--- config.mk ---
export PLATFORM = sky130hd
export DESIGN_NAME = axi_dw_rd_scheduler_flat
export DESIGN_NICKNAME = d
export VERILOG_FILES = /design/src/rtl/axi_dw_sched_pkg.sv /design/src/rtl/axi_dw_rd_scheduler_if.sv /design/src/rtl/axi_dw_age_matrix.sv /design/src/rtl/axi_dw_rd_scheduler.sv /design/src/flat_wrapper.sv
export SDC_FILE = /design/constraint.sdc
export NUM_CORES = 1
export LEC_CHECK = 0
export BUFFER_PORTS_ARGS = -buffer_cell sky130_fd_sc_hd__buf_2
export CAP_MARGIN = 5
export CORE_MARGIN = 2
export CORE_UTILIZATION = 48
export CTS_BUF_LIST = sky130_fd_sc_hd__clkbuf_4 sky130_fd_sc_hd__clkbuf_8
export CTS_CLUSTER_SIZE = 8
export DETAILED_ROUTE_END_ITERATION = 12
export MAX_ROUTING_LAYER = met4
export PLACE_DENSITY = 0.69
export SETUP_SLACK_MARGIN = 0.15
export SYNTH_ARGS = -nofsm -noshare
export SYNTH_HDL_FRONTEND = slang
export SYNTH_HIERARCHICAL = 1
export SYNTH_SLANG_ARGS = --single-unit
export TNS_END_PERCENT = 100
--- constraint.sdc ---
create_clock -name clk_i -period 4.9 [get_ports clk_i]
set_clock_uncertainty 0.15 [all_clocks]
set_input_delay 0.98 -clock clk_i [delete_from_list [all_inputs] [get_ports clk_i]]
set_output_delay 0.98 -clock clk_i [all_outputs]
set_load 0.005 [all_outputs]
--- src/rtl/axi_dw_sched_pkg.sv ---
// Shared types and the narrow-beat arithmetic for the downsizing read scheduler.
// Latency: none (types and a pure function).
// Backpressure: n/a.
package axi_dw_sched_pkg;

    typedef logic [1:0] state_e;
    localparam state_e IDLE = 2'd0;
    localparam state_e FWD  = 2'd1;
    localparam state_e ERR  = 2'd2;

    localparam logic [1:0] BURST_INCR = 2'b01;

    typedef struct packed {
        logic       valid;
        logic [7:0] bpw;       // narrow beats per wide beat
        logic [7:0] pack_cnt;  // narrow beats left in the current wide beat
        logic [8:0] rem;       // wide beats left in the burst
    } slot_t;

    typedef struct packed {
        logic [2:0]  size;
        logic [7:0]  bpw;
        logic [7:0]  off;
        logic [16:0] total;
    } narrow_t;

    // mst_b is log2 of the narrow bus byte width; off is the narrow lane the burst starts on.
    function automatic narrow_t calc_narrow_beats(input logic [15:0] addr, input logic [7:0] len,
                                                  input logic [2:0] size, input logic [2:0] mst_b);
        narrow_t n;
        n.size  = size;
        n.bpw   = 8'd1;
        n.off   = 8'd0;
        n.total = 17'(len) + 17'd1;
        if (size > mst_b) begin
            n.size  = mst_b;
            n.bpw   = 8'd1 << (size - mst_b);
            n.off   = 8'(addr >> mst_b) & (n.bpw - 8'd1);
            n.total = (17'(len) + 17'd1) * 17'(n.bpw) - 17'(n.off);
        end
        return n;
    endfunction

endpackage

--- src/rtl/axi_dw_rd_scheduler_if.sv ---
// AR/R sideband bundle between the downsizer datapath and the read scheduler.
// Latency: none (wires only).
// Backpressure: valid/ready on slave AR, master AR and error R.
interface axi_dw_rd_scheduler_if #(
    parameter int unsigned IdWidth   = 4,
    parameter int unsigned AddrWidth = 32,
    parameter int unsigned SlotWidth = 2
);
    logic                 slv_ar_valid;
    logic                 slv_ar_ready;
    logic [IdWidth-1:0]   slv_ar_id;
    logic [AddrWidth-1:0] slv_ar_addr;
    logic [7:0]           slv_ar_len;
    logic [2:0]           slv_ar_size;
    logic [1:0]           slv_ar_burst;
    logic                 mst_ar_valid;
    logic                 mst_ar_ready;
    logic [IdWidth-1:0]   mst_ar_id;
    logic [AddrWidth-1:0] mst_ar_addr;
    logic [7:0]           mst_ar_len;
    logic [2:0]           mst_ar_size;
    logic                 mst_r_hs;
    logic [IdWidth-1:0]   mst_r_id;
    logic [SlotWidth-1:0] r_slot;
    logic                 r_slot_valid;
    logic                 r_pack_last;
    logic                 r_burst_last;
    logic                 r_unexp;
    logic                 err_r_valid;
    logic                 err_r_ready;
    logic [IdWidth-1:0]   err_r_id;
    logic                 err_r_last;

    modport slave (
        input  slv_ar_valid, slv_ar_id, slv_ar_addr, slv_ar_len, slv_ar_size, slv_ar_burst,
        input  mst_ar_ready, mst_r_hs, mst_r_id, err_r_ready,
        output slv_ar_ready, mst_ar_valid, mst_ar_id, mst_ar_addr, mst_ar_len, mst_ar_size,
        output r_slot, r_slot_valid, r_pack_last, r_burst_last, r_unexp,
        output err_r_valid, err_r_id, err_r_last
    );

    modport master (
        output slv_ar_valid, slv_ar_id, slv_ar_addr, slv_ar_len, slv_ar_size, slv_ar_burst,
        output mst_ar_ready, mst_r_hs, mst_r_id, err_r_ready,
        input  slv_ar_ready, mst_ar_valid, mst_ar_id, mst_ar_addr, mst_ar_len, mst_ar_size,
        input  r_slot, r_slot_valid, r_pack_last, r_burst_last, r_unexp,
        input  err_r_valid, err_r_id, err_r_last
    );
endinterface

--- src/rtl/axi_dw_age_matrix.sv ---
// Age matrix over read slots: picks the oldest slot among a match mask.
// Latency: selection combinational; age updated on the allocation edge.
// Backpressure: none.
module axi_dw_age_matrix #(
    parameter int unsigned NumSlots = 4,
    parameter int unsigned SlotW    = 2
) (
    input  logic                clk_i,
    input  logic                rst_ni,
    input  logic                alloc_vld,
    input  logic [SlotW-1:0]    alloc_idx,
    input  logic [NumSlots-1:0] valid,
    input  logic [NumSlots-1:0] match,
    output logic [SlotW-1:0]    oldest_idx,
    output logic                oldest_vld
);
    // older_q[i][j] set: slot i was allocated before slot j
    logic [NumSlots-1:0] older_q [NumSlots];
    logic                blocked;

    always_ff @(posedge clk_i or negedge rst_ni) begin
        if (!rst_ni) begin
            for (int i = 0; i < NumSlots; i++) older_q[i] <= '0;
        end else if (alloc_vld) begin
            for (int i = 0; i < NumSlots; i++) begin
                if (alloc_idx == SlotW'(i)) older_q[i] <= '0;
                else                        older_q[i][alloc_idx] <= valid[i];
            end
        end
    end

    always_comb begin
        oldest_idx = '0;
        oldest_vld = 1'b0;
        blocked    = 1'b0;
        for (int i = 0; i < NumSlots; i++) begin
            blocked = 1'b0;
            for (int j = 0; j < NumSlots; j++)
                if (match[j] && older_q[j][i]) blocked = 1'b1;
            if (match[i] && !blocked) begin
                oldest_idx = SlotW'(i);
                oldest_vld = 1'b1;
            end
        end
    end
endmodule

--- src/rtl/axi_dw_rd_scheduler.sv ---
// Downsizer read sequencer: slot allocation, narrow AR rewrite, R beat tagging, SLVERR for bad bursts.
// Latency: master AR valid one cycle after slave AR accept; R tags are combinational on mst_r_id.
// Backpressure: slave AR stalls outside IDLE or when all slots busy; AXI_DW_SCHED_PERF_EN adds counters.
module axi_dw_rd_scheduler
    import axi_dw_sched_pkg::*;
#(
    parameter int unsigned AxiMaxReads     = 4,
    parameter int unsigned AxiIdWidth      = 4,
    parameter int unsigned AxiAddrWidth    = 32,
    parameter int unsigned AxiMstDataWidth = 32,
    parameter int unsigned AxiSlvDataWidth = 64
) (
    input  logic                   clk_i,
    input  logic                   rst_ni,
    axi_dw_rd_scheduler_if.slave   bus
`ifdef AXI_DW_SCHED_PERF_EN
    ,
    output logic [31:0]            perf_ar_cnt_o,
    output logic [31:0]            perf_err_cnt_o
`endif
);
    localparam int unsigned SlotW = (AxiMaxReads > 1) ? $clog2(AxiMaxReads) : 1;
    localparam logic [2:0]  MstB  = 3'($clog2(AxiMstDataWidth / 8));

    if (AxiSlvDataWidth <= AxiMstDataWidth) begin : g_bad_cfg
        $error("axi_dw_rd_scheduler: slave width must exceed master width");
    end

    state_e                  state_q;
    logic                    init_q;
    slot_t                   slot_q    [AxiMaxReads];
    logic [AxiIdWidth-1:0]   slot_id_q [AxiMaxReads];
    logic [AxiMaxReads-1:0]  valid_mask, match;
    logic [SlotW-1:0]        alloc_idx, r_idx;
    logic                    r_found, r_hit, ar_hs, ar_ok, alloc;
    logic [7:0]              err_cnt_q;
    logic [AxiIdWidth-1:0]   err_id_q;
    narrow_t                 nb;
    slot_t                   cur;

    always_comb begin
        valid_mask = '0;
        match      = '0;
        alloc_idx  = '0;
        for (int i = AxiMaxReads - 1; i >= 0; i--) begin
            valid_mask[i] = slot_q[i].valid;
            match[i]      = slot_q[i].valid && (slot_id_q[i] == bus.mst_r_id);
            if (!slot_q[i].valid) alloc_idx = SlotW'(i);
        end
    end

    // init_q keeps AR ready low while in reset and for the first cycle after it
    assign bus.slv_ar_ready = init_q && (state_q == IDLE) && !(&valid_mask);
    assign ar_hs = bus.slv_ar_valid && bus.slv_ar_ready;
    assign nb    = calc_narrow_beats(16'(bus.slv_ar_addr), bus.slv_ar_len, bus.slv_ar_size, MstB);
    assign ar_ok = (bus.slv_ar_burst == BURST_INCR) && (nb.total <= 17'd256);
    assign alloc = ar_hs && ar_ok;

    axi_dw_age_matrix #(.NumSlots(AxiMaxReads), .SlotW(SlotW)) u_age (
        .clk_i      (clk_i),
        .rst_ni     (rst_ni),
        .alloc_vld  (alloc),
        .alloc_idx  (alloc_idx),
        .valid      (valid_mask),
        .match      (match),
        .oldest_idx (r_idx),
        .oldest_vld (r_found)
    );

    assign cur              = slot_q[r_idx];
    assign r_hit            = bus.mst_r_hs && r_found;
    assign bus.r_slot       = r_idx;
    assign bus.r_slot_valid = r_found;
    assign bus.r_pack_last  = r_found && (cur.pack_cnt == 8'd1);
    assign bus.r_burst_last = bus.r_pack_last && (cur.rem == 9'd1);
    assign bus.r_unexp      = bus.mst_r_hs && !r_found;

    always_ff @(posedge clk_i or negedge rst_ni) begin
        if (!rst_ni) begin
            for (int i = 0; i < AxiMaxReads; i++) begin
                slot_q[i]    <= '0;
                slot_id_q[i] <= '0;
            end
        end else begin
            for (int i = 0; i < AxiMaxReads; i++) begin
                if (r_hit && (r_idx == SlotW'(i))) begin
                    if (bus.r_pack_last) begin
                        slot_q[i].pack_cnt <= slot_q[i].bpw;
                        slot_q[i].rem      <= slot_q[i].rem - 9'd1;
                    end else begin
                        slot_q[i].pack_cnt <= slot_q[i].pack_cnt - 8'd1;
                    end
                    if (bus.r_burst_last) slot_q[i].valid <= 1'b0;
                end
                if (alloc && (alloc_idx == SlotW'(i))) begin
                    slot_q[i].valid    <= 1'b1;
                    slot_q[i].bpw      <= nb.bpw;
                    slot_q[i].pack_cnt <= nb.bpw - nb.off;
                    slot_q[i].rem      <= 9'(bus.slv_ar_len) + 9'd1;
                    slot_id_q[i]       <= bus.slv_ar_id;
                end
            end
        end
    end

    always_ff @(posedge clk_i or negedge rst_ni) begin
        if (!rst_ni) begin
            state_q         <= IDLE;
            init_q          <= 1'b0;
            bus.mst_ar_id   <= '0;
            bus.mst_ar_addr <= '0;
            bus.mst_ar_len  <= '0;
            bus.mst_ar_size <= '0;
            err_cnt_q       <= '0;
            err_id_q        <= '0;
        end else begin
            init_q <= 1'b1;
            case (state_q)
                IDLE: if (ar_hs) begin
                    if (ar_ok) begin
                        state_q         <= FWD;
                        bus.mst_ar_id   <= bus.slv_ar_id;
                        bus.mst_ar_addr <= bus.slv_ar_addr;
                        bus.mst_ar_len  <= 8'(nb.total - 17'd1);
                        bus.mst_ar_size <= nb.size;
                    end else begin
                        state_q   <= ERR;
                        err_cnt_q <= bus.slv_ar_len;
                        err_id_q  <= bus.slv_ar_id;
                    end
                end
                FWD: if (bus.mst_ar_ready) state_q <= IDLE;
                ERR: if (bus.err_r_ready) begin
                    if (err_cnt_q == 8'd0) state_q <= IDLE;
                    else                   err_cnt_q <= err_cnt_q - 8'd1;
                end
                default: state_q <= IDLE;
            endcase
        end
    end

    assign bus.mst_ar_valid = (state_q == FWD);
    assign bus.err_r_valid  = (state_q == ERR);
    assign bus.err_r_last   = (state_q == ERR) && (err_cnt_q == 8'd0);
    assign bus.err_r_id     = err_id_q;

`ifdef AXI_DW_SCHED_PERF_EN
    always_ff @(posedge clk_i or negedge rst_ni) begin
        if (!rst_ni) begin
            perf_ar_cnt_o  <= '0;
            perf_err_cnt_o <= '0;
        end else begin
            if (ar_hs && (perf_ar_cnt_o != '1))            perf_ar_cnt_o  <= perf_ar_cnt_o + 32'd1;
            if (ar_hs && !ar_ok && (perf_err_cnt_o != '1)) perf_err_cnt_o <= perf_err_cnt_o + 32'd1;
        end
    end
`endif
endmodule

--- src/flat_wrapper.sv ---
// flat-port wrapper written by rule: the top's interface ports become plain ports
module axi_dw_rd_scheduler_flat import axi_dw_sched_pkg::*;
#(
    parameter int unsigned AxiMaxReads     = 4,
    parameter int unsigned AxiIdWidth      = 4,
    parameter int unsigned AxiAddrWidth    = 32,
    parameter int unsigned AxiMstDataWidth = 32,
    parameter int unsigned AxiSlvDataWidth = 64
)
  (clk_i, rst_ni, bus_slv_ar_valid, bus_slv_ar_id, bus_slv_ar_addr, bus_slv_ar_len, bus_slv_ar_size, bus_slv_ar_burst, bus_mst_ar_ready, bus_mst_r_hs, bus_mst_r_id, bus_err_r_ready, bus_slv_ar_ready, bus_mst_ar_valid, bus_mst_ar_id, bus_mst_ar_addr, bus_mst_ar_len, bus_mst_ar_size, bus_r_slot, bus_r_slot_valid, bus_r_pack_last, bus_r_burst_last, bus_r_unexp, bus_err_r_valid, bus_err_r_id, bus_err_r_last);
  axi_dw_rd_scheduler_if #(.IdWidth(4), .AddrWidth(32), .SlotWidth(2)) bus_i ();
  input  logic clk_i;
  input  logic rst_ni;
  input wire logic [$bits(bus_i.slv_ar_valid)-1:0] bus_slv_ar_valid;
  input wire logic [$bits(bus_i.slv_ar_id)-1:0] bus_slv_ar_id;
  input wire logic [$bits(bus_i.slv_ar_addr)-1:0] bus_slv_ar_addr;
  input wire logic [$bits(bus_i.slv_ar_len)-1:0] bus_slv_ar_len;
  input wire logic [$bits(bus_i.slv_ar_size)-1:0] bus_slv_ar_size;
  input wire logic [$bits(bus_i.slv_ar_burst)-1:0] bus_slv_ar_burst;
  input wire logic [$bits(bus_i.mst_ar_ready)-1:0] bus_mst_ar_ready;
  input wire logic [$bits(bus_i.mst_r_hs)-1:0] bus_mst_r_hs;
  input wire logic [$bits(bus_i.mst_r_id)-1:0] bus_mst_r_id;
  input wire logic [$bits(bus_i.err_r_ready)-1:0] bus_err_r_ready;
  output wire logic [$bits(bus_i.slv_ar_ready)-1:0] bus_slv_ar_ready;
  output wire logic [$bits(bus_i.mst_ar_valid)-1:0] bus_mst_ar_valid;
  output wire logic [$bits(bus_i.mst_ar_id)-1:0] bus_mst_ar_id;
  output wire logic [$bits(bus_i.mst_ar_addr)-1:0] bus_mst_ar_addr;
  output wire logic [$bits(bus_i.mst_ar_len)-1:0] bus_mst_ar_len;
  output wire logic [$bits(bus_i.mst_ar_size)-1:0] bus_mst_ar_size;
  output wire logic [$bits(bus_i.r_slot)-1:0] bus_r_slot;
  output wire logic [$bits(bus_i.r_slot_valid)-1:0] bus_r_slot_valid;
  output wire logic [$bits(bus_i.r_pack_last)-1:0] bus_r_pack_last;
  output wire logic [$bits(bus_i.r_burst_last)-1:0] bus_r_burst_last;
  output wire logic [$bits(bus_i.r_unexp)-1:0] bus_r_unexp;
  output wire logic [$bits(bus_i.err_r_valid)-1:0] bus_err_r_valid;
  output wire logic [$bits(bus_i.err_r_id)-1:0] bus_err_r_id;
  output wire logic [$bits(bus_i.err_r_last)-1:0] bus_err_r_last;
  assign bus_i.slv_ar_valid = bus_slv_ar_valid;
  assign bus_i.slv_ar_id = bus_slv_ar_id;
  assign bus_i.slv_ar_addr = bus_slv_ar_addr;
  assign bus_i.slv_ar_len = bus_slv_ar_len;
  assign bus_i.slv_ar_size = bus_slv_ar_size;
  assign bus_i.slv_ar_burst = bus_slv_ar_burst;
  assign bus_i.mst_ar_ready = bus_mst_ar_ready;
  assign bus_i.mst_r_hs = bus_mst_r_hs;
  assign bus_i.mst_r_id = bus_mst_r_id;
  assign bus_i.err_r_ready = bus_err_r_ready;
  assign bus_slv_ar_ready = bus_i.slv_ar_ready;
  assign bus_mst_ar_valid = bus_i.mst_ar_valid;
  assign bus_mst_ar_id = bus_i.mst_ar_id;
  assign bus_mst_ar_addr = bus_i.mst_ar_addr;
  assign bus_mst_ar_len = bus_i.mst_ar_len;
  assign bus_mst_ar_size = bus_i.mst_ar_size;
  assign bus_r_slot = bus_i.r_slot;
  assign bus_r_slot_valid = bus_i.r_slot_valid;
  assign bus_r_pack_last = bus_i.r_pack_last;
  assign bus_r_burst_last = bus_i.r_burst_last;
  assign bus_r_unexp = bus_i.r_unexp;
  assign bus_err_r_valid = bus_i.err_r_valid;
  assign bus_err_r_id = bus_i.err_r_id;
  assign bus_err_r_last = bus_i.err_r_last;
  axi_dw_rd_scheduler #(.AxiMaxReads(AxiMaxReads), .AxiIdWidth(AxiIdWidth), .AxiAddrWidth(AxiAddrWidth), .AxiMstDataWidth(AxiMstDataWidth), .AxiSlvDataWidth(AxiSlvDataWidth)) u_core (.clk_i(clk_i), .rst_ni(rst_ni), .bus(bus_i));
endmodule
### Word level (Yosys, flattened, before mapping)

Cells that the tools add are included.

* bits in registers: 198
* bits in latches: 0
* bits in writable memories: 0
* ROM bits: 0
* input port bits: 59
* output and inout bits: 61
* logic and storage cells: 231
* memories: 0

* add/subtract/negate cells: 16
* multiply operators: 1
* divide/modulo/power cells: 0
* $lt $le $gt $ge: 5
* eq/ne operators: 21
* shift-type cells: 1
* mux-type cells: 73
* bitwise operators: 3
* reduce and logical (&&, ||, !) cells: 79

Operators with widths (number)
* 26-bit 2-to-1 mux: 4
* 17-bit 2-to-1 mux: 6
* 8-bit 2-to-1 mux: 8
* 8-bit by 1-bit subtractor with 8-bit output (second input constant): 7
* 26-bit binary-select mux with 2-bit select: 1
* 1-bit logical AND: 43
* 36-bit 2-to-1 mux: 1
* 9-bit 2-to-1 mux: 4
* 9-bit by 1-bit subtractor with 9-bit output (second input constant): 4
* 1-bit 2-to-1 mux: 27
* 2-bit nonzero test: 13
* 2-bit 2-to-1 mux: 11
* 8-bit by 1-bit adder with 9-bit output (second input constant): 2
* 17-bit by 9-bit less-or-equal comparator with 1-bit output (second input constant): 1
* 17-bit by 8-bit multiplier with 17-bit output: 1
* 17-bit by 8-bit subtractor with 17-bit output: 1
* 4-bit bitwise mux: 4
* 4-bit equality test: 4
* 4-bit 2-to-1 mux: 4
* 8-bit case mux with 2 select lines: 1
* 2-bit AND reduction: 8
* 2-bit equality test (second input constant): 5
* 9-bit by 1-bit equality test with 1-bit output (second input constant): 1
* 8-bit AND: 1
* 21 further kinds: 37

### Longest topological paths before layout

Gate-level depths: netlist of the first run.

* depth after elaboration: 22
* mapped depth: 29
* gate-level depth less buffers: 24

### Cells and area by module

The synthesis of the first run kept the hierarchy.

By module, submodules not included
* axi_dw_rd_scheduler: times used 1, cells an instance 1350, area an instance 12976.2 um2, sequential area each 4554.4 um2
* axi_dw_age_matrix: times used 1, cells an instance 89, area an instance 835.8 um2, sequential area each 400.4 um2

### Worst setup path after synthesis of the first run

No wires, ideal clock.

* path kind: in2reg
* start point: in bus_slv_ar_size[1]
* end point: reg u_core/slot_q[23] (netlist name)
* library setup time: 0.128 ns
* arrival time: 7.084 ns
* required time: 4.622 ns
* setup slack: -2.461 ns
* cell stages on the path: 23
* buffers on the path: 4
* cell sequence: buf_2 > inv_1 > ha_1 > clkbuf_1 > and3_1 > clkbuf_1 > nand2_1 > fa_1 > fa_1 > inv_1 > fa_1 > fa_1 > ha_1 > a21oi_1 > and2_1 > a211oi_1 > a2111oi_0 > o2111ai_1 > nor4_2 > a31oi_4 > nor3_2 > buf_4 > mux2_1

* longest elaborated chain between the ends: 10
* elaborated cells on any way between the ends: 12
* those cells by class: 3 x add/sub; 1 x mul; 2 x order compare; 1 x shift; 1 x mux; 1 x bitwise; 3 x reduce/logical

RTL lines
* start, declared: line flat_wrapper.sv:18 `input wire logic [$bits(bus_i.slv_ar_size)-1:0] bus_slv_ar_size;`
* parallel branches: the longest is 5 deep, another holds 17-bit by 8-bit multiplier with 17-bit output
* 36-bit 2-to-1 mux (*): line axi_dw_sched_pkg.sv:35 `if (size > mst_b) begin`
* 17-bit by 9-bit less-or-equal comparator with 1-bit output: line axi_dw_rd_scheduler.sv:56 `assign ar_ok = (bus.slv_ar_burst == BURST_INCR) && (nb.total <= 17'd256);`
* 1-bit logical AND: line axi_dw_rd_scheduler.sv:56
* 1-bit logical AND: line axi_dw_rd_scheduler.sv:57 `assign alloc = ar_hs && ar_ok;`
* 1-bit logical AND: line axi_dw_rd_scheduler.sv:95 `if (alloc && (alloc_idx == SlotW'(i))) begin`
* end, declared: line axi_dw_rd_scheduler.sv:31 `slot_t slot_q [AxiMaxReads];`

Mark *: on every way between the ends.
A chain may end at the register's enable or synchronous reset.

### Worst setup path after layout of the first run

* start point: in bus_slv_ar_len[0]
* end point: reg u_core/slot_q[43] (netlist name)

* longest elaborated chain between the ends: 8

RTL lines
* start, declared: line flat_wrapper.sv:17 `input wire logic [$bits(bus_i.slv_ar_len)-1:0] bus_slv_ar_len;`
* 8-bit by 1-bit adder with 9-bit output (*): line axi_dw_sched_pkg.sv:34, axi_dw_sched_pkg.sv:39
* 17-bit by 8-bit multiplier with 17-bit output: line axi_dw_sched_pkg.sv:39 `n.total = (17'(len) + 17'd1) * 17'(n.bpw) - 17'(n.off);`
* 17-bit by 8-bit subtractor with 17-bit output: line axi_dw_sched_pkg.sv:39
* 36-bit 2-to-1 mux (*): line axi_dw_sched_pkg.sv:35
* 17-bit by 9-bit less-or-equal comparator with 1-bit output (*): line axi_dw_rd_scheduler.sv:56
* 1-bit logical AND (*): line axi_dw_rd_scheduler.sv:56
* 1-bit logical AND (*): line axi_dw_rd_scheduler.sv:57
* 1-bit logical AND (*): line axi_dw_rd_scheduler.sv:95

Mark *: on every way between the ends. The rest lies on a longest branch, timed or not.

==> run metrics, run 1 <==
status complete, but fails checks; violations in the final reports negative setup slack; total power 6.21 mW; global-route wire length before repair 66.4 mm; final net count 1980; worst min-delay path category in2async; Register-to-Register Setup Slack 880 ps; critical path type in2reg; boundary pin count 120; Tot GR Track Use 28.5%; CTS H-tree depth 4; Root Buffer clkbuf_8; number of inserted diodes 0; via-per-instance ratio 5.70; total routed wirelength 42.9 mm; Slew @ Worst Pin 796 ps; maximum vdd drop 0.000308 V; clk slew on worst S/H paths 130 ps; Die Wd 174 um; number of clock sinks seen by CTS 198; number of port buffers 119; cell with the most instances on the worst path buf_6; Worst Hold Slack 340 ps; unrepaired setup endpoints after global routing yes; EDFF count, synth 0; met3 layer wire length in the routed design 2.47 mm; floorplan die area 30100 sq um; top post-synthesis cells by area dfrtp_1 36%, fa_1 7.2%, ha_1 6.9%, mux2i_1 4.9%, mux2_2 4.3%; post-detail-place hpwl 29.2 mm; most common library cells after synthesis 198 x dfrtp_1, 136 x nand2_1, 124 x nor2_1; minimum period implied by the final worst setup slack 6540 ps; launch point of the worst path bus_slv_ar_len[0]; Pre-Repair DR Iteration Count 5; type of origin of the critical path input port; Synth area leader dfrtp_1; data arrival at the endpoint of the critical path 6790 ps; fraction of the cycle the final worst path needs 133%; post-synthesis cell type count 78; depth of the worst register-to-register path 18; number of pins with negative max-slew slack in the final report 0; residual overflow from global routing 0; CTS tree built; capture instance of the worst register-to-register path u_core/slot_q[7]; flip-flop and latch count after synthesis 198; share of final-layout standard cells stronger than drive strength 1 36.9%; total negative slack -291650 ps; R2R Path Start u_core/slot_q[103]; standard-cell row count 62; Fin. Hold Viols 0; share of the yosys chip area belonging to registers 35.9%; fraction of post-synthesis cell area in the top cell type by area 35.9%; highest metal used met4; core box area 28500 sq um; power density relative to cell area 328 nW/um^2; Gate Count Post-Synth 1439; Placer Congestion 0.919; number of buffers on the longest clock path 2; cell area after synthesis 13800 sq um; Critical Path Slowest Stage Cell fa_1; detailed-route wire length per cell 19.6 um; element type at the critical path end flop; Layout area overhead 37.0%; clock latency on the worst-skew pair 510 ps; top_reg_cell synth dfrtp_1; achievable frequency 153 MHz; post-synthesis async set-or-reset flop share 100%; DR iter-0 viols 1094; mean post-synth cell area 9.60 sq um; initial core utilization 48.4%; Syn. warnings 6; count of max-cap constraint violations 0; antenna violations before repair 0; min setup slack post-route -1640 ps; required arrival time at the worst endpoint 5150 ps; Metal-1 WL 17.9 mm; pin count of the biggest net entering global routing 96; final setup vio count 197; most instantiated library cell after synthesis dfrtp_1; Leakage Power 8.84 nW; residual antenna-violating net count after detailed routing 0; number of remaining DRC errors 0; die outline height 174 um; vias in the first global route 12381; highest fanout seen on the critical path 7; slew margin rel. 46.9%; number of buffers inserted during clock tree synthesis 17; total number of vias 12492; detailed-routed wire length on met2 21.5 mm; hold bufs inserted after CTS 0; crit-path max cell delay 550 ps
-- critical path: cells and delay by family --
family          cells  cell delay [ps]
compound gates      2              330
fa+ha+maj           6             2490
buf+inv            10              970
mux                 1              280
simple gates        9             1710
-- sequential cells by signal, indices dropped and copies added, names as in the netlist --
| register | count |
|---|---|
| u_core/bus.mst_ar_id | 4 |
| u_core/err_cnt_q | 8 |
| u_core/bus.err_r_id | 4 |
| u_core/bus.mst_ar_addr | 32 |
| u_core/u_age/older_q | 16 |
| u_core/slot_id_q | 16 |
| u_core/state_q | 2 |
| u_core/init_q | 1 |
| u_core/bus.mst_ar_size | 3 |
| u_core/slot_q | 104 |
| u_core/bus.mst_ar_len | 8 |
-- stage by stage --
| stage | instance area (sq um) | util, % | worst slack (ps) | cells |
|---|---|---|---|---|
| floorplan | 14400 | - | -1810 | 1440 |
| global placement | 16700 | 58.4 | -2110 | 2078 |
| detailed placement | 16700 | 58.4 | -2200 | 2078 |
| CTS | 18300 | 64.2 | -1410 | 2172 |
| global route | 18900 | 66.3 | -1730 | 2192 |
| finish | 18900 | 66.3 | -1640 | 2192 |
-- worst max path at each step --
stage | cells past startpoint | slack, ps | end
final | 28 | -1640 | u_core/slot_q[43]
after global routing | 27 | -1730 | u_core/slot_q[54]
after CTS | 27 | -1410 | u_core/slot_q[43]
after detailed placement | 25 | -2200 | u_core/slot_q[41]
after global placement | 25 | -2110 | u_core/slot_q[41]
after floorplan | 24 | -1810 | u_core/slot_id_q[4]
-- metal layers --
metal | up-vias | track usage (%)
met5 | - | -
met4 | 0 | 8.16
met2 | 472 | 47.6
met1 | 6212 | 36.7
li1 | 5732 | -
met3 | 76 | 3.38
-- cells by family after synthesis --
group,Yosys count,share of synthesized area (%)
and+or+nand+nor,465,16.4
AOI/OAI and AO/OA,235,10.8
DFF,198,35.9
buffers and inverters,172,5.16
muxes,161,12.5
adders and majority gates,126,14.1
xor gates and xnor gates,80,5.13
other,2,0.0544
-- report_power, final --
part | internal [mW] | total (mW) | switching, mW | leakage (nW)
logic | 1.46 | 2.96 | 1.49 | 5.96
registers | 1.88 | 2.09 | 0.214 | 2.67
clock network | 0.406 | 1.16 | 0.754 | 0.213
-- placed cells by master, fill, tap and decap left out, types with 8 or more instances in the layout --
master      n
dfrtp_1   198
xor2_1     37
fa_1       48
o211ai_1   11
inv_1     100
clkbuf_8   18
nand4_1    17
or3_1      18
o21ai_2     8
nand3_1    32
buf_8      12
nor2_1    113
ha_1       63
nor4_1     21
nand2b_1   16
a21oi_1    57
o22ai_1    12
o21ai_1    15
nand2_1   115
o21ai_0    46
a31oi_1    13
nor2b_1    12
buf_2     109
mux2_2     30
nand2_2    16
mux2_4     64
nor3_1     21
buf_12     16
mux2i_1    67
xnor2_1    40
buf_4     188
buf_6      60
ha_4       13
-- what timing repair did --
item / CTS / global route
resized for setup: 165 / 99
buffers inserted: 55 / 15
pin swaps: 50 / 59
gates cloned: 7 / 5
setup endpoints to repair: 199 / 199
-- area by class of cell --
type	instances	area, sq um
clock buffers	17	234
clock inverters	15	190
fillers	2183	9620
inverters	110	438
multi-input cells	1070	9170
flip-flops and latches	198	4950
well taps	384	480
repair buffers	397	3440
repair inverters	1	16.3
Note: power is estimated with default switching activity, not from simulation.
==> run 2, diff against run 1 <==
CAP_MARGIN = unset   (was 5)
CORE_UTILIZATION = 45   (was 48)
PLACE_DENSITY = 0.65   (was 0.69)
==> run metrics, run 2 (synthesis gave the netlist of run 1 again) <==
Root Buffer clkbuf_8 (unchanged); die outline height 179 um (was 174 um); hold bufs inserted after CTS 0 (unchanged); most frequent standard cell in the layout excluding fill and tap cells dfrtp_1 (unchanged); count of max-cap constraint violations 0 (unchanged); minimum period implied by the final worst setup slack 6500 ps (was 6540 ps); clk slew on worst S/H paths 120 ps (was 130 ps); required arrival time at the worst endpoint 5140 ps (was 5150 ps); crit-path max cell delay 530 ps (was 550 ps); Fill cells 2410 (was 2183); via-per-instance ratio 5.52 (was 5.70); Tot GR Track Use 25.8% (was 28.5%); Biggest register u_core/slot_q (unchanged); violations in the final reports negative setup slack (unchanged); detailed-route wire length per cell 18.8 um (was 19.6 um); number of cells after detailed placement 2094 (was 2078); total negative slack -285660 ps (was -291650 ps); antenna violations before repair 1 (was 0); achievable frequency 154 MHz (was 153 MHz); global-route wire length before repair 62.7 mm (was 66.4 mm); min setup slack post-route -1600 ps (was -1640 ps); Top Registers u_core/slot_q x104, u_core/bus.mst_ar_addr x32 (unchanged); total routed wirelength 41.1 mm (was 42.9 mm); Largest register FFs 104 (unchanged); initial core utilization 45.4% (was 48.4%); worst path buffer plus inverter count 10 (unchanged); number of pins with negative max-slew slack in the final report 0 (unchanged); number of buffers on the longest clock path 2 (unchanged); highest fanout seen on the critical path 8 (was 7); total number of vias 12070 (was 12492); CP top delay family adder cells (unchanged); pin count of the biggest net entering global routing 104 (was 96); Pre-Repair DR Iteration Count 5 (unchanged); clock latency on the worst-skew pair 500 ps (was 510 ps); post-detail-place hpwl 29.2 mm (about the same); number of port buffers 119 (unchanged); Leakage Power 8.84 nW (about the same); core box area 30400 sq um (was 28500 sq um); standard-cell row count 64 (was 62); final setup vio count 197 (unchanged); status complete, but fails checks (unchanged); non-filler cells in the finished layout 2185 (was 2192); residual overflow from global routing 0 (unchanged); cell with the most instances on the worst path buf_6 (unchanged); residual antenna-violating net count after detailed routing 0 (unchanged); Placer Congestion 0.898 (was 0.919); number of buffers inserted during clock tree synthesis 17 (unchanged); boundary pin count 120 (unchanged); number of clock sinks seen by CTS 198 (unchanged); vias in the first global route 11798 (was 12381); data arrival at the endpoint of the critical path 6740 ps (was 6790 ps); final net count 1960 (was 1980); share of final-layout standard cells stronger than drive strength 1 38.1% (was 36.9%); worst min-delay path category reg2reg (was in2async); critical path type in2reg (unchanged); slew margin rel. 41.5% (was 46.9%); CTS H-tree depth 4 (unchanged); unrepaired setup endpoints after global routing yes (unchanged); Critical Path Slowest Stage Cell fa_2 (was fa_1); power density relative to cell area 326 nW/um^2 (was 328 nW/um^2); floorplan die area 32100 sq um (was 30100 sq um); Slew @ Worst Pin 878 ps (was 796 ps); fraction of the cycle the final worst path needs 133% (about the same); type of origin of the critical path input port (unchanged); most frequent cells in the layout 198 x dfrtp_1, 192 x buf_4, 110 x nand2_1 (was 198 x dfrtp_1, 188 x buf_4, 115 x nand2_1); DR iter-0 viols 678 (was 1094); Die Wd 179 um (was 174 um); Layout area overhead 37.5% (was 37.0%); CTS tree built (unchanged); element type at the critical path end flop (unchanged); number of remaining DRC errors 0 (unchanged); maximum vdd drop 0.000295 V (was 0.000308 V); Fin. Hold Viols 0 (unchanged)
-- run 2: cell types whose count changed in the layout (fill, tap and decap cells not counted), moves of 5 or more --
cell,delta
nand2_1,-5
buf_6,-22
nor2_1,-5
nor2_4,+5
inv_1,-6
mux2_4,+21
mux2_2,-24
inv_6,+5
-- run 2: final timing paths --
| kind | startpoint | endpoint | slack, ps | cells after the start |
|---|---|---|---|---|
| min in group asynchronous | rst_ni | u_core/u_age/older_q[4] | 390 | 1 |
| max in group asynchronous | rst_ni | u_core/slot_q[84] | 3230 | 2 |
| setup / recovery | bus_slv_ar_size[2] | u_core/slot_q[43] | -1600 | 27 |
| setup reg to reg | u_core/slot_q[25] | u_core/slot_q[5] | 830 | 17 |
| hold reg to reg | u_core/bus.mst_ar_len[2] | u_core/bus.mst_ar_len[2] | 350 | 2 |
| hold / removal | u_core/bus.mst_ar_len[2] | u_core/bus.mst_ar_len[2] | 350 | 2 |
-- run 2: per-stage QoR --
| step | utilization, % | power (mW) | setup slack [ps] | area, sq um | hold slack [ps] |
|---|---|---|---|---|---|
| 2_1_floorplan | - | 3.60 | -1810 | 14400 | 303 |
| 3_3_place_gp | 55.0 | 4.49 | -2110 | 16800 | 311 |
| 3_5_place_dp | 55.0 | 4.55 | -2160 | 16800 | 316 |
| 4_1_cts | 58.4 | 5.90 | -1420 | 17800 | 345 |
| 5_1_grt | 62.4 | 6.58 | -1740 | 19000 | 373 |
| 6_report | 62.4 | 6.18 | -1600 | 19000 | 345 |
-- run 2: metal layers --
metal | track usage (%) | part of all wire [%] | vias to the layer above
li1 | - | - | 5671
met1 | 33.3 | 44 | 6088
met2 | 43.6 | 50 | 262
met3 | 2.86 | 3.5 | 49
met4 | 6.22 | 2.0 | 0
met5 | - | 0 | -
-- run 2: final cells by class --
class	count	area [sq um]	share of cell area [%]
Clock buffer	19	255	1.34
Antenna cell	1	2.50	0.0132
Timing Repair Buffer	377	3170	16.7
Sequential cell	198	4950	26.1
Timing Repair inverter	1	16.3	0.0856
Multi-Input combinational cell	1070	9490	49.9
Clock inverter	13	170	0.896
Inverter	110	445	2.35
Tap cell	396	495	2.61
-- run 2: power by group --
group | internal (mW) | switching, mW | total [mW]
Sequential | 1.88 | 0.218 | 2.10
Clock | 0.458 | 0.698 | 1.16
Combinational | 1.46 | 1.47 | 2.93
Total | 3.80 | 2.39 | 6.18
-- run 2: what timing repair did --
item / CTS / global route
setup buffers: 17 / 32
gates resized for setup: 115 / 194
pin swaps: 14 / 95
setup endpoints to repair: 199 / 199
cloned: 2 / 7
-- run 2: tightest hold or removal path: cells and delay by family (launching register included) --
family	cells	cell delay (ps)
flip-flops	1	360
AO/OA/AOI/OAI	1	60
AND/OR/NAND/NOR	1	50
